## src/rtl/score4_board_ctrl.sv

```systemverilog
// rtl/score4_board_ctrl.sv - Score 4 game-state stage feeding find_winner
// Applies gravity to column drops, holds panel/turn for find_winner and samples its verdict.
module score4_board_ctrl #(
   parameter logic FIRST_PLAYER = 1'b0,
   parameter int   MAX_PIECES   = 42
) (
   input  logic                  clk,
   input  logic                  rst,
   input  logic                  new_game,
   input  logic                  move_valid,
   input  logic [2:0]            move_col,
   output logic                  move_ready,
   output logic                  move_err,
   output logic [6:0][5:0][1:0]  panel,
   output logic                  turn,
   input  logic                  win_exists,
   input  logic                  win_player,
   output logic                  game_over,
   output logic                  draw,
   output logic                  winner,
   output logic [5:0]            piece_cnt
);

   typedef enum logic [1:0] {IDLE, CHECK, OVER} state_t;

   state_t     state;
   logic [2:0] height [0:6];
   logic       col_ok;
   logic [2:0] col_idx;
   logic [2:0] col_h;
   logic       legal;

   // Column 7 is steered to a safe index; legal is what keeps it off the board.
   always_comb begin
      col_ok  = (move_col != 3'd7);
      col_idx = col_ok ? move_col : 3'd0;
      col_h   = height[col_idx];
      legal   = col_ok && (col_h < 3'd6);
   end

   always_ff @(posedge clk or posedge rst) begin
      if (rst) begin
         state      <= IDLE;
         panel      <= '0;
         for (int i = 0; i < 7; i++) height[i] <= 3'd0;
         piece_cnt  <= 6'd0;
         turn       <= FIRST_PLAYER;
         move_ready <= 1'b1;
         move_err   <= 1'b0;
         game_over  <= 1'b0;
         draw       <= 1'b0;
         winner     <= 1'b0;
      end else if (new_game) begin
         state      <= IDLE;
         panel      <= '0;
         for (int i = 0; i < 7; i++) height[i] <= 3'd0;
         piece_cnt  <= 6'd0;
         turn       <= FIRST_PLAYER;
         move_ready <= 1'b1;
         move_err   <= 1'b0;
         game_over  <= 1'b0;
         draw       <= 1'b0;
         winner     <= 1'b0;
      end else begin
         move_err <= 1'b0;
         case (state)
            IDLE: begin
               if (move_valid && move_ready) begin
                  if (legal) begin
                     panel[move_col][col_h] <= turn ? 2'b10 : 2'b01;
                     height[move_col]       <= col_h + 3'd1;
                     if (piece_cnt < 6'(MAX_PIECES)) piece_cnt <= piece_cnt + 6'd1;
                     turn       <= ~turn;
                     move_ready <= 1'b0;
                     state      <= CHECK;
                  end else begin
                     move_err <= 1'b1;
                  end
               end
            end
            CHECK: begin
               // find_winner is looking at the new panel with the toggled turn here.
               if (win_exists) begin
                  winner    <= win_player;
                  game_over <= 1'b1;
                  state     <= OVER;
               end else if (piece_cnt == 6'(MAX_PIECES)) begin
                  draw      <= 1'b1;
                  game_over <= 1'b1;
                  state     <= OVER;
               end else begin
                  move_ready <= 1'b1;
                  state      <= IDLE;
               end
            end
            OVER: begin
               move_ready <= 1'b0;
            end
            default: begin
               move_ready <= 1'b1;
               state      <= IDLE;
            end
         endcase
      end
   end

endmodule

```

## config.mk

```make
export PLATFORM = sky130hd
export DESIGN_NAME = score4_board_ctrl
export DESIGN_NICKNAME = d
export VERILOG_FILES = /design/src/rtl/score4_board_ctrl.sv
export SDC_FILE = /design/constraint.sdc
export NUM_CORES = 1
export LEC_CHECK = 0
export ABC_AREA = 1
export CORE_MARGIN = 5
export CORE_UTILIZATION = 45
export CTS_BUF_LIST = sky130_fd_sc_hd__clkbuf_8
export DETAILED_ROUTE_END_ITERATION = 10
export GPL_TIMING_DRIVEN = 0
export PLACE_DENSITY_LB_ADDON = 0.25
export SYNTH_ARGS = -nofsm -noshare
export SYNTH_HDL_FRONTEND = slang
export SYNTH_SLANG_ARGS = --single-unit
```

## constraint.sdc

```tcl
create_clock -name clk -period 3.68 [get_ports clk]
set_input_delay 0.552 -clock clk [delete_from_list [all_inputs] [get_ports clk]]
set_output_delay 0.552 -clock clk [all_outputs]
set_load 0.05 [all_outputs]
```

### After elaboration in Yosys (flattened, before gate mapping)

Index checks and enable logic that the tools add are counted.

| storage, ports and cells | value |
|---|---|
| output and inout bits | 96 |
| register bits after elaboration | 119 |
| word-level logic and storage cells | 158 |
| bits of input ports | 9 |

| operators by class | value |
|---|---|
| mux-type cells | 56 |
| equal/unequal tests | 10 |
| bitwise gates (word level) | 3 |
| $add $sub $neg | 2 |
| reductions and logical operators | 21 |
| $lt $le $gt $ge | 9 |

Operator list:

| cell | number |
|---|---|
| $mux W84 | 4 |
| $bwmux W84 | 1 |
| $mux W21 | 4 |
| $demux W12 S3 | 1 |
| $mux W6 | 5 |
| $mux W1 | 23 |
| $bwmux W21 | 1 |
| $ne A3 B3 Y1 const B | 5 |
| $mux W2 | 7 |
| $reduce_bool A2 Y1 | 7 |
| $mux W12 | 1 |
| $mux W3 | 4 |
| $bmux W3 S3 | 1 |
| $demux W3 S3 | 1 |
| $reduce_and A3 Y1 | 3 |
| $ge A4 B4 Y1 const B | 2 |
| $lt A3 B4 Y1 const B | 2 |
| $not A3 Y4 | 2 |
| $reduce_and A4 Y1 | 2 |
| $add A6 B1 Y6 const B | 1 |
| $demux W2 S3 | 1 |
| $eq A6 B6 Y1 const B | 1 |
| $ge A3 B1 Y1 const B | 2 |
| $lt A6 B6 Y1 const B | 1 |
| 13 further kinds | 19 |

### Logic depth before layout (Yosys ltp)

| depth | value |
|---|---|
| depth after elaboration | 17 |
| depth in mapped cells | 17 |
| depth with buffers taken out | 13 |

### Least setup slack after synthesis

OpenSTA, ideal clock, no wires.

| timing | value |
|---|---|
| path type | input to register |
| from | input port move_col[0] |
| to | register height[11] in the netlist's numbering |
| slack | 1,478 ps |
| data required time | 3,615 ps |
| arrival time | 2,137 ps |
| stages on the path | 13 |
| path through | buf_4 -> inv_2 -> a21oi_2 -> buf_6 -> nor2_1 -> o21bai_2 -> nand2_2 -> buf_2 -> ha_1 -> xor2_1 -> inv_1 -> nand3_1 -> nand2_1 |

| on the way | value |
|---|---|
| cells in the longest elaborated chain, start to end | 12 |
| elaborated cells between the ends (all ways) | 22 |
| those cells by class | add/sub (1); order compare (3); eq/ne (1); mux (11); bitwise (2); reduce/logical (4) |

RTL lines:

| what | line | RTL |
|---|---|---|
| from (decl) | 11 | `input logic [2:0] move_col,` |
| $ne A3 B3 Y1 | 35 | `col_ok = (move_col != 3'd7);` |
| $mux W3 | 36 | `col_idx = col_ok ? move_col : 3'd0;` |
| $not A3 Y4 (not written as such) | 37 | `col_h = height[col_idx];` |
| $bmux W3 S3 | 37 |  |
| $mux W3 (not written as such) (2 in a row) | 37 |  |
| $add A3 B1 Y3 | 71 | `height[move_col] <= col_h + 3'd1;` |
| $bwmux W21 | 71 |  |
| $mux W21 | 69 | `if (legal) begin` |
| $mux W21 | 68 | `if (move_valid && move_ready) begin` |
| $mux W21 | 66 | `case (state)` |
| $mux W21 | 53 | `end else if (new_game) begin` |
| to (signal, indexed assignment) | 71 |  |
| to (decl) | 27 | `logic [2:0] height [0:6];` |

Several ways; a longest one is shown, not always the timed one. The select of a mux whose other input is x is not followed.
A chain may end at the register's enable or synchronous reset.

### Worst setup path after layout

| timing | value |
|---|---|
| from | register move_ready |
| to | output port move_ready |

RTL lines:

| what | line | RTL |
|---|---|---|
| from (decl) | 12 | `output logic move_ready,` |
| from (signal assigned) | 48 | `move_ready <= 1'b1;` |
| from (signal assigned) | 59 | `move_ready <= 1'b1;` |
| from (signal assigned) | 74 | `move_ready <= 1'b0;` |

No word-level cell between the ends.

==> metrics.md <==
| Metric | Value |
|---|---|
| Outcome | finished, final reports clean |
| Hold Path End | panel[44] |
| Final std cells w/o fill | 1,171 |
| Synth Net Count | between 800 and 900 |
| Critical path endpoint category | output port |
| Gates resized, CTS repair | 0 |
| Main area contributors after synthesis | dfrtp_1 (47%), nand2_1 (22%), nand3_1 (11%) |
| TritonCTS Buffers | 17 |
| Core box area | ~0.014 mm^2 |
| Post-CTS Setup Repair Bufs | 0 |
| Nets | 993 |
| GP Congestion | 0.921 |
| Buf/Inv on CP | 1 |
| Vias in the first global route | around 5.8k |
| Clock transition at the registers of the reported paths | roughly 0.06 ns |
| Post-Syn Area per Cell | roughly 7.3 um^2 |
| Worst Min Path Start | panel[44] |
| Final HPWL DP | 13,300 um |
| CTS root buf | clkbuf_8 |
| Worst vdd ir | 0.227 mV |
| TritonCTS Sinks | roughly 120 |
| Max_slew headroom | 0.393 |
| Fmax achieved | 0.426 GHz |
| Post-place setup slack | just over 1 ns |
| Worst skew pair latency | between 0.4 and 0.5 ns |
| Share of layout cells above drive strength 1 | 0.0727 |
| Final hold viol count | 0 |
| Xor/xnor share of the synthesized area | 0.00559 |
| Clk_skew | approximately 0.009 ns |
| Cell Area, Synth | around 0.0063 mm^2 |
| Post-layout minimum cycle time | approximately 2.3 ns |
| Core Util, Final | 0.574 |
| Starting DRT DRC Count | between 400 and 500 |
| Post-synth EDFFs | 0 |
| Top Ports | 105 |
| Count leader, synth | nand2_1 |
| Clock H-tree levels | 4 |
| Seq/Total Area, Yosys | 0.475 |
| Drt wl/cell | 16.0 um |
| Global route overflow | 0 |
| Leak | ~4.5 nW |
| FFs w/ async S/R, synth | 1.00 |
| TritonCTS clock tree | built |
| Hold-fix buffers, CTS | 0 |
| Final setup fails | 0 |
| Worst flop-to-flop path startpoint | height[13] |
| Synth Area in Compound Gates | 0.0160 |
| Antenna violations before repair | 0 |
| Area share of the largest cell type after synthesis | 0.471 |
| Leading register cell type out of synthesis | dfrtp_1 |
| Simple-Gate Fraction of Synth Area | 0.403 |
| Hold Crit Class | reg -> reg |
| Reg-to-Reg End | panel[13] |
| Drt drc | 0 |
| Slowest stage delay, CP | ~0.8 ns |
| CP max FO | 3 |
| Total wire length | ~19,000 um |
| Cells after DPL | about 1.1k |
| ANT nets after route | 0 |
| P per Cell Area | approximately 400 mW/mm^2 |
| Setup TNS | 0 ns |
| Worst R2R Setup Slack | approximately 1.5 ns |
| CP cell instances | clkdlybuf4s50_1 |
| Least-Margin Pin Slew | around 0.90 ns |
| Cells after Synth | roughly 860 |
| Largest net degree at the start of global routing | 36 |
| Rows | 43 |
| Main combinational cell family by area after synthesis | simple AND/OR/NAND/NOR gates |
| Initial Util | 0.455 |
| Vias per cell | roughly 5.2 |
| Synth-to-Final Area Change | 26.2% |
| Synthesis Warnings | 0 |
| CTS max path bufs | 2 |
| Cell class contributing the biggest share of worst-path delay | buffers and inverters |
| Post-Synth Adder-Cell Area | 0.00599 |
| Commonest cells post-synth | nand2_1 (361), nand3_1 (143), dfrtp_1 (118) |
| GRT Total Usage | 0.236 |
| Hold path depth | 2 |
| Synth area leader | dfrtp_1 |
| Crit path max-delay cell type | clkdlybuf4s50_1 |
| Seq cells post-synth | 119 |
| Critical Path AT | 1.79 ns |
| Via count | around 6.1k |
| Fill cell count | roughly 1.4k |
| Fin crit share | 0.637 |
| Maxcap violations | 0 |
| Critical Path Start Type | register |
| First-pass GRT wire length | 30,200 um |
| Die Span X | approximately 130 um |
| Setup ws final | 1.33 ns |
| Die ar. | between 0.015 and 0.02 mm^2 |
| Synth unique cells | 31 |
| Mux cell area share after synthesis | 0 |
| Fin. max-slew vios | 0 |
| FF-to-FF path depth | 12 |
| I/O Buffers | 100 |
| Worst path required time | ~3.1 ns |
| DRT Pass-1 Iters | 5 |
| Antenna cell count | 0 |
| Crit Path Category | reg -> out |
| RSZ-0062 raised after global routing | no |
| Die Ht | about 130 um |
==> placed cells by master (no fill, tap or decap), types with 15 or more instances in the layout <==
master           count
nand2_1            361
nand3_1            143
dfrtp_1            118
clkdlybuf4s50_1    100
inv_1               75
nor2_1              43
nand4_1             31
clkbuf_8            21
buf_4               18
clkbuf_1            15
==> layer usage <==
metal / up-vias / track usage / share of wire
met1: 2858 / 0.333 / 0.46
met2: 230 / 0.354 / 0.44
met4: 0 / 0.0930 / 0.026
met3: 36 / 0.0538 / 0.073
met5: - / 0 / 0
li1: 2969 / - / -
==> how the worst max path moves through the flow <==
stage                      from          to  slack, ns  depth (start not counted)
detailed placement  move_col[2]   height[8]       1.01                         14
floorplan           move_col[0]  height[11]       1.48                         13
global route        move_col[1]   panel[13]       1.24                         14
global placement            rst    panel[8]       0.52                          2
CTS                  move_ready  move_ready       1.31                          1
finish               move_ready  move_ready       1.33                          1
==> tightest hold or removal path, stage by stage, from the launching register on <==
cell and delay, ns:
dfrtp_1 0.34, nand2_1 0.05, nand2_1 0.04
==> flip-flops by register name, summed over array words and instances, names as in the netlist <==
register    flops
piece_cnt       6
move_err        1
winner          1
move_ready      1
game_over       1
height         21
turn            1
panel          84
state           2
draw            1
==> power breakdown <==
| part | internal, mW | leakage [nW] | total [mW] | switching [mW] |
|---|---|---|---|---|
| Sequential | 1.35 | 1.65 | 1.38 | 0.0324 |
| Clock | 0.580 | 0.196 | 1.08 | 0.497 |
| Combinational | 0.173 | 2.66 | 0.628 | 0.455 |
==> per-stage QoR <==
| stage | cell area [um^2] | hold WS, ns | power [mW] |
|---|---|---|---|
| 2_1_floorplan | 6270 | 0.433 | 1.82 |
| 5_1_grt | 7910 | 0.484 | 3.21 |
| 3_3_place_gp | 7500 | 0.456 | 2.01 |
| 4_1_cts | 7910 | 0.475 | 3.09 |
| 3_5_place_dp | 7560 | 0.459 | 2.02 |
| 6_report | 7910 | 0.470 | 3.08 |
==> area by class of cell <==
class / instances / area (um^2) / share of cell area
flip-flops and latches: 119 / 2980 / 0.377
multi-input cells: 617 / 2700 / 0.341
repair buffers: 103 / 1060 / 0.134
plain buffers: 48 / 308 / 0.0389
clock buffers: 21 / 289 / 0.0366
inverters: 75 / 285 / 0.0361
well taps: 180 / 225 / 0.0285
clock inverters: 8 / 61.3 / 0.00775
==> kinds of logic after synthesis <==
logic type / after synthesis
simple gates: 594
compound gates: 16
fa+ha+maj: 3
flops: 119
xor+xnor: 4
buf+inv: 123
No activity file was read; power rests on OpenSTA's default activity.
